==> config.mk <==
export PLATFORM = sky130hd
export DESIGN_NAME = pipeline_hazard_ctrl
export DESIGN_NICKNAME = d
export VERILOG_FILES = /design/src/rtl/pipe_ctrl_pkg.sv /design/src/rtl/sat_counter.sv /design/src/rtl/pipeline_hazard_ctrl.sv
export SDC_FILE = /design/constraint.sdc
export NUM_CORES = 1
export LEC_CHECK = 0
export BUFFER_PORTS_ARGS = -buffer_cell sky130_fd_sc_hd__buf_2
export CAP_MARGIN = 20
export CORE_AREA = 2 2 87 152
export CTS_CLUSTER_DIAMETER = 30
export DETAILED_ROUTE_END_ITERATION = 8
export DIE_AREA = 0 0 89 154
export PLACE_DENSITY_LB_ADDON = 0.12
export REMOVE_ABC_BUFFERS = 1
export SLEW_MARGIN = 20
export SYNTH_ARGS = -nofsm -noshare
export SYNTH_HDL_FRONTEND = slang
export SYNTH_SLANG_ARGS = --single-unit
==> constraint.sdc <==
create_clock -name Clk -period 2.7 [get_ports Clk]
set_input_delay 0.135 -clock Clk [delete_from_list [all_inputs] [get_ports Clk]]
set_output_delay 0.135 -clock Clk [all_outputs]
set_load 0.02 [all_outputs]
==> src/rtl/pipe_ctrl_pkg.sv <==
// Shared definitions for the pipeline hazard controller and forwarding unit:
// state encoding, the zero register index and the pipeline control bundle.
package pipe_ctrl_pkg;

    localparam logic [1:0] RUN      = 2'd0;
    localparam logic [1:0] MEM_WAIT = 2'd1;
    localparam logic [1:0] ERROR    = 2'd2;

    localparam logic [4:0] REG_ZERO = 5'd0;

    typedef enum logic [1:0] {
        ST_RUN      = RUN,
        ST_MEM_WAIT = MEM_WAIT,
        ST_ERROR    = ERROR
    } state_e;

    // Enables / flush controls driven into the pipeline registers and PC
    typedef struct packed {
        logic pc_write;
        logic ifid_write;
        logic ifid_flush;
        logic idex_flush;
        logic exmem_write;
        logic memwb_bubble;
    } pipe_ctl_t;

    // Whole pipe held while memory is outstanding; a nop drains into WB
    function automatic pipe_ctl_t ctl_freeze();
        pipe_ctl_t c;
        c.pc_write     = 1'b0;
        c.ifid_write   = 1'b0;
        c.ifid_flush   = 1'b0;
        c.idex_flush   = 1'b0;
        c.exmem_write  = 1'b0;
        c.memwb_bubble = 1'b1;
        return c;
    endfunction

    // Normal-flow controls: taken branch beats load-use
    function automatic pipe_ctl_t ctl_run(input logic branch_taken, input logic load_use);
        pipe_ctl_t c;
        c.pc_write     = 1'b1;
        c.ifid_write   = 1'b1;
        c.ifid_flush   = 1'b0;
        c.idex_flush   = 1'b0;
        c.exmem_write  = 1'b1;
        c.memwb_bubble = 1'b0;
        if (branch_taken) begin
            c.ifid_flush = 1'b1;
            c.idex_flush = 1'b1;
        end else if (load_use) begin
            c.pc_write   = 1'b0;
            c.ifid_write = 1'b0;
            c.idex_flush = 1'b1;
        end
        return c;
    endfunction

endpackage

==> src/rtl/sat_counter.sv <==
// Saturating event counter: counts cycles with inc=1, holds at all-ones.
// Ports: clk, rst_n (async active-low), inc (count enable), count (value).
module sat_counter #(
    parameter int unsigned W = 32
) (
    input  logic         clk,
    input  logic         rst_n,
    input  logic         inc,
    output logic [W-1:0] count
);

    always_ff @(posedge clk or negedge rst_n) begin
        if (!rst_n) begin
            count <= '0;
        end else if (inc && (count != '1)) begin
            count <= count + W'(1);
        end
    end

endmodule

==> src/rtl/pipeline_hazard_ctrl.sv <==
// Stall/flush sequencer for the 5-stage pipeline. Decodes load-use hazards,
// flushes on taken branches, freezes the pipe while data memory is busy and
// raises a sticky error when memory stalls for WAIT_MAX consecutive cycles.
// Inputs : Clk, Rst_n, ID operand fields (IFID_Rs/Rt/UsesRt), load in EX
//          (IDEX_MemRead/Rt), EX_BranchTaken, EXMEM_MemAccess, DMem_Ready.
// Outputs: PC/pipeline-register enables and flushes (combinational, zero
//          latency), Err, StallCount, FlushCount (saturating).
module pipeline_hazard_ctrl
    import pipe_ctrl_pkg::*;
#(
    parameter int unsigned WAIT_MAX = 16,
    parameter int unsigned CNT_W    = 32
) (
    input  logic             Clk,
    input  logic             Rst_n,
    input  logic [4:0]       IFID_Rs,
    input  logic [4:0]       IFID_Rt,
    input  logic             IFID_UsesRt,
    input  logic             IDEX_MemRead,
    input  logic [4:0]       IDEX_Rt,
    input  logic             EX_BranchTaken,
    input  logic             EXMEM_MemAccess,
    input  logic             DMem_Ready,
    output logic             PC_Write,
    output logic             IFID_Write,
    output logic             IFID_Flush,
    output logic             IDEX_Flush,
    output logic             EXMEM_Write,
    output logic             MEMWB_Bubble,
    output logic             Err,
    output logic [CNT_W-1:0] StallCount,
    output logic [CNT_W-1:0] FlushCount
);

    localparam logic [CNT_W-1:0] WAIT_LIM = CNT_W'(WAIT_MAX);
    localparam logic [CNT_W-1:0] WAIT_ONE = CNT_W'(1);

    state_e           state, state_nxt;
    logic [CNT_W-1:0] wait_cnt, wait_nxt, wait_inc;
    pipe_ctl_t        ctl;
    logic             mem_busy, load_use;

    // Hazard decode
    assign mem_busy = EXMEM_MemAccess & ~DMem_Ready;
    assign load_use = IDEX_MemRead && (IDEX_Rt != REG_ZERO) &&
                      ((IDEX_Rt == IFID_Rs) || (IFID_UsesRt && (IDEX_Rt == IFID_Rt)));
    assign wait_inc = wait_cnt + WAIT_ONE;

    // State and wait-counter register
    always_ff @(posedge Clk or negedge Rst_n) begin
        if (!Rst_n) begin
            state    <= ST_RUN;
            wait_cnt <= '0;
        end else begin
            state    <= state_nxt;
            wait_cnt <= wait_nxt;
        end
    end

    // Next state and pipeline controls
    always_comb begin
        state_nxt = state;
        wait_nxt  = wait_cnt;
        ctl       = ctl_run(1'b0, 1'b0);
        case (state)
            ST_RUN: begin
                if (mem_busy) begin
                    ctl       = ctl_freeze();
                    wait_nxt  = WAIT_ONE;
                    // The first busy cycle already counts as a wait cycle
                    state_nxt = (WAIT_ONE >= WAIT_LIM) ? ST_ERROR : ST_MEM_WAIT;
                end else begin
                    ctl = ctl_run(EX_BranchTaken, load_use);
                end
            end
            ST_MEM_WAIT: begin
                if (!DMem_Ready) begin
                    // EX is held, so a taken branch here is acted on at release
                    ctl      = ctl_freeze();
                    wait_nxt = wait_inc;
                    if (wait_inc >= WAIT_LIM) begin
                        state_nxt = ST_ERROR;
                    end
                end else begin
                    ctl       = ctl_run(EX_BranchTaken, load_use);
                    wait_nxt  = '0;
                    state_nxt = ST_RUN;
                end
            end
            ST_ERROR: begin
                ctl = ctl_freeze();
            end
            default: begin
                ctl       = ctl_freeze();
                state_nxt = ST_ERROR;
            end
        endcase
    end

    assign PC_Write     = ctl.pc_write;
    assign IFID_Write   = ctl.ifid_write;
    assign IFID_Flush   = ctl.ifid_flush;
    assign IDEX_Flush   = ctl.idex_flush;
    assign EXMEM_Write  = ctl.exmem_write;
    assign MEMWB_Bubble = ctl.memwb_bubble;
    assign Err          = (state == ST_ERROR);

    // Performance counters: stalled cycles and acted-on branch flushes
    sat_counter #(.W(CNT_W)) u_stall_cnt (
        .clk   (Clk),
        .rst_n (Rst_n),
        .inc   (~ctl.pc_write),
        .count (StallCount)
    );

    sat_counter #(.W(CNT_W)) u_flush_cnt (
        .clk   (Clk),
        .rst_n (Rst_n),
        .inc   (ctl.ifid_flush),
        .count (FlushCount)
    );

endmodule

After elaboration in Yosys (flattened, before gate mapping)
Index checks and enable logic that the tools add are counted.
- output and inout port bits: 71
- flip-flop bits (word level): 98
- input port bits: 22
- logic and storage cells: 46
- bitwise gates (word level): 4
- $add $sub $neg: 3
- order comparisons: 1
- reduce and logical (&&, ||, !) cells: 11
- equality and inequality tests: 8
- mux-type cells: 15
- operator list (kind ; number):
    $add A32 B1 Y32 const B ; 3
    $mux W32 ; 2
    $ne A32 B32 Y1 const B ; 2
    $pmux W32 S2 ; 1
    $ge A32 B5 Y1 const B ; 1
    $mux W6 ; 2
    $pmux W6 S2 ; 1
    $eq A5 B5 Y1 ; 2
    $mux W2 ; 5
    $pmux W2 S3 ; 1
    $logic_and A1 B1 Y1 ; 5
    $reduce_bool A5 Y1 ; 1
    $mux W1 ; 3
    $ne A3 B3 Y1 const B ; 1
    $not A1 Y1 ; 3
    $reduce_and A3 Y1 ; 1
    $eq A2 B1 Y1 const B ; 1
    $eq A2 B2 Y1 const B ; 1
    $logic_not A2 Y1 ; 1
    $ne A2 B2 Y1 const B ; 1
    $reduce_and A2 Y1 ; 1
    $reduce_bool A2 Y1 ; 1
    $and A1 B1 Y1 ; 1
    $logic_or A1 B1 Y1 ; 1

Logic depth before layout (Yosys ltp)
- depth after elaboration: 10
- gate-level depth with buffers: 10
- gate-level depth less buffers: 8

Hierarchy
A second synthesis with hierarchy kept.
- cells, all modules: 629
- area, all modules: 5855.6 um^2
- by module, submodules not included (module ; sequential area each (um^2) ; cells an instance ; instances ; area an instance (um^2)):
    sat_counter ; 800.8 ; 151 ; 2 ; 1624.1
    pipeline_hazard_ctrl ; 850.8 ; 327 ; 1 ; 2607.5

Worst setup path before layout
Ideal clock, no wire load.
- path kind: reg-to-reg
- from: reg wait_cnt[0]
- to: reg state[1]
- arrival: 2.674 ns
- clock period less this slack: 2.804 ns
- path slack: -0.104 ns
- setup time: 0.129 ns
- required time: 2.571 ns
- cell stages (with the launch flop): 9
- path buffers: 0
- cells stage by stage: dfrtp_1 ha_1 nand4_2 nor4_4 nand4_2 or4_4 a2111oi_4 nand4_1 o41a_1
- cells in the longest elaborated chain, start to end: 4
- RTL lines (what ; line ; source):
    start, declared ; pipeline_hazard_ctrl.sv:39 ; logic [CNT_W-1:0] wait_cnt, wait_nxt, wait_inc;
    start signal, assigned ; pipeline_hazard_ctrl.sv:56 ; wait_cnt <= wait_nxt;
    $add A32 B1 Y32 ; pipeline_hazard_ctrl.sv:47 ; assign wait_inc = wait_cnt + WAIT_ONE;
    $ge A32 B5 Y1 ; pipeline_hazard_ctrl.sv:81 ; if (wait_inc >= WAIT_LIM) begin
    $ne A3 B3 Y1 (no line) ; -- ;
    $reduce_and A3 Y1 (no line) ; -- ;
    end signal, assigned ; pipeline_hazard_ctrl.sv:55 ; state <= state_nxt;
    end, declared ; pipeline_hazard_ctrl.sv:38 ; state_e state, state_nxt;
No other way between the ends.
A chain may end at the register's enable or synchronous reset.

Worst setup path after layout
- from: reg wait_cnt[13]
- to: reg state[0]
The elaborated chain is that of the path after synthesis.

==> results.yml <==
synthesis:
  ys_seq_area_share_pct: 44.6
  synth_seq_cells: 98
  synth_edf_count: 0
  synth_area_um2: 5500
  synth_cells: 604
  syn_area_per_cell_um2: 9.10
  synthArstFlopShare_pct: 100
  synthFlopType: "dfrtp_1"
  ys_warn_count: 0
  synth_cell_types: 59
power:
  p_per_area_nw_per_um2: 547
  swShare_pct: 32.7
  leakagePower_nw: 3.29
  p_int_w: 0.00254
  combPwrFrac_pct: 21.7
  vdd_drop_max_v: 0.000375
  switchingPower_w: 0.00124
  clkPwrFrac_pct: 32.3
  power_frac_seq_pct: 46.0
layout:
  fin_nets: 771
  drive_above_1_share_pct: 26.9
  area_growth_pct: 25.7
  diodes: 0
sta:
  post-route-period-util_pct: 97.4
  fmax_mhz: 380
  finalSetupTns_ps: 0
  finalSetupViolCount: 0
  slew_violations: 0
  relSlewSlack_pct: 49.3
  tightest_slew_ps: 761
  hold_viol_final: 0
  finalCriticalPeriod_ps: 2630
  holdWs_ps: 70.7
  skew_ps: 8.65
setup_path:
  max_stage_delay_ps: 520
  start_kind: "flop"
  arrival_ps: 2900
  crit_top_cell: "buf_4"
  path_max_fanout: 5
  cp-end-kind: "flop"
  path_class: "flop to flop"
  crit_chain: "buf_4 -> nand4_1 -> nor2_1 -> buf_4 -> and4_1 -> or4_4 -> a2111oi_4 -> nand4_1 -> buf_4 -> buf_4 -> o21ai_2"
  cp.required_ps: 2970
  cp_slowest_cell: "or4_4"
  r2r_setup_slack_ps: 70
grt:
  antenna_found_initial: 0
  grt_pass1_wl_um: 23700
  grt_pass1_vias: 5052
  grt_max_degree: 59
  grt_overflow_total: 0
  grtUsageTotal_pct: 21.7
routing:
  wl_per_cell_um: 16.1
  drc: 0
  ant_nets: 0
  vias: 5042
  routed_wl_um: 14800
  vias_per_cell: 5.49
  first_pass_iters: 4
  drt-initial-drc-count: 220
place:
  hpwlAfterDp_um: 10900
  io_buffers: 92
  place_congestion: 0.867
cts:
  clkSinkCount: 98
  ctsRootBufferMaster: "clkbuf_16"
  htreeDepth: 3
  numCtsBuffers: 9
  cts_tree: "done"
  clock_latency_ps: 340
  path_clk_slew_ps: 70
  cts_buffer_depth: 2
worst_hold_path:
  min_path_type: "primary input to flop"
floorplanning:
  dieHeight_um: 154
  initial_core_util_pct: 44.2
  core.rowCount: 54
  die_x_um: 89
  dieArea_um2: 13700
  core_area_um2: 12400
  io_pins: 93
outcome:
  status: "completed"
flow_run:
  maxCapViolCount: 0
-- timing repair --
item / in CTS / in global routing
setup endpoints to repair: 1 / 2
endpoints found under the hold margin: 55 / 0
hold buffers: 1 / 0
resized for setup: 2 / 11
buffers inserted: 7 / 8
pin swaps: 4 / 9
-- metrics by stage --
step	worst slack, ps	power (W)	util [%]	cells	cell area [um2]
after floorplan	-104	0.00220	-	573	5360
after global placement	20.8	0.00252	51.9	889	6450
after detailed placement	-56.7	0.00256	51.9	889	6450
after CTS	1.03	0.00379	54.7	912	6800
after global routing	-7.71	0.00397	55.6	918	6910
final	69.3	0.00378	55.6	918	6910
-- power groups by stage --
stage | sequential (W) | combinational, W | clock, W
global placement | 0.00174 | 0.000785 | 0
global route | 0.00176 | 0.000897 | 0.00132
floorplan | 0.00184 | 0.000355 | 0
finish | 0.00174 | 0.000821 | 0.00122
CTS | 0.00173 | 0.000811 | 0.00125
detailed placement | 0.00175 | 0.000803 | 0
-- critical path: cells and delay by family (launching register included) --
kind | cells | cell delay, ps
compound gates | 2 | 430
buf+inv | 4 | 610
simple gates | 5 | 1130
flops | 1 | 400
-- layout make-up --
| class | instances | area [um2] |
|---|---|---|
| flip-flops and latches | 98 | 2450 |
| repair buffers | 162 | 998 |
| well taps | 168 | 210 |
| multi-input cells | 459 | 2910 |
| clock inverters | 6 | 52.6 |
| clock buffers | 9 | 225 |
| inverters | 16 | 60.1 |
| fillers | 1204 | 5530 |
-- routing by layer --
layer  track usage [%]  part of all wire, %  vias up
li1                  -                    -     2439
met1              23.2                   39     2440
met2              41.2                   55      129
met3              3.38                  3.7       34
met4              7.46                  2.6        0
met5                 0                    0        -
-- placed cells by master (no fill, tap or decap), drive strengths merged, types with 4 or more instances in the layout --
| master | count |
|---|---|
| nor2 | 59 |
| nor4 | 9 |
| dfrtp | 98 |
| and2 | 6 |
| or4 | 4 |
| a211oi | 4 |
| or2 | 6 |
| nand3 | 29 |
| xor2 | 39 |
| o31ai | 10 |
| clkinvlp | 4 |
| and3 | 16 |
| o21ai | 47 |
| a21oi | 13 |
| xnor2 | 37 |
| buf | 161 |
| clkbuf | 9 |
| nand2b | 5 |
| and4 | 6 |
| nand4 | 39 |
| inv | 18 |
| nand2 | 59 |
| mux2 | 4 |
| nor3 | 18 |
| a31oi | 11 |
-- cells in the mapped netlist, types with 6 or more instances --
library cell / n / area share [%]
dfrtp_1: 98 / 45
nand2_1: 59 / 4.0
nor2_1: 58 / 4.0
o21ai_0: 46 / 4.2
xor2_1: 39 / 6.2
xnor2_1: 37 / 5.9
nand4_1: 36 / 4.1
nand3_1: 29 / 2.6
nor3_1: 17 / 1.5
and3_1: 16 / 1.8
inv_1: 16 / 1.1
clkbuf_1: 15 / 1.0
a21oi_1: 13 / 1.2
buf_2: 12 / 1.1
a31oi_1: 11 / 1.3
o31ai_1: 10 / 1.4
nor4_1: 8 / 0.91
and2_1: 6 / 0.68
and4_1: 6 / 0.96
-- kinds of logic (layout without fill, tap and decap cells) --
kind of cell	count (synthesis)	in the layout	synth area share (%)
buffers and inverters	47	193	3.57
adder cells (fa/ha/maj)	3	3	0.683
AO/OA/AOI/OAI	108	108	12.7
XOR/XNOR	76	76	12.1
flip-flops	98	98	44.6
multiplexers	5	5	1.00
AND/OR/NAND/NOR	267	267	25.3
-- flip-flops by register name, summed over array words and instances (netlist names) --
name / flops
wait_cnt: 32
state: 2
u_flush_cnt.count: 32
u_stall_cnt.count: 32
-- worst paths after layout --
path                                                           to                      from  depth (start not counted)
max in group asynchronous                wait_cnt[11]$_DFFE_PN0P_                     Rst_n                          3
worst max register to register               state[0]$_DFFE_PN0P_  wait_cnt[13]$_DFFE_PN0P_                         11
worst min register to register           wait_cnt[31]$_DFFE_PN0P_  wait_cnt[31]$_DFFE_PN0P_                          1
worst min-delay path                         state[0]$_DFFE_PN0P_           EXMEM_MemAccess                          3
worst max-delay path                         state[0]$_DFFE_PN0P_  wait_cnt[13]$_DFFE_PN0P_                         11
min in group asynchronous       u_stall_cnt.count[20]$_DFFE_PN0P_                     Rst_n                          2
Power figures use the tool's default switching activity.
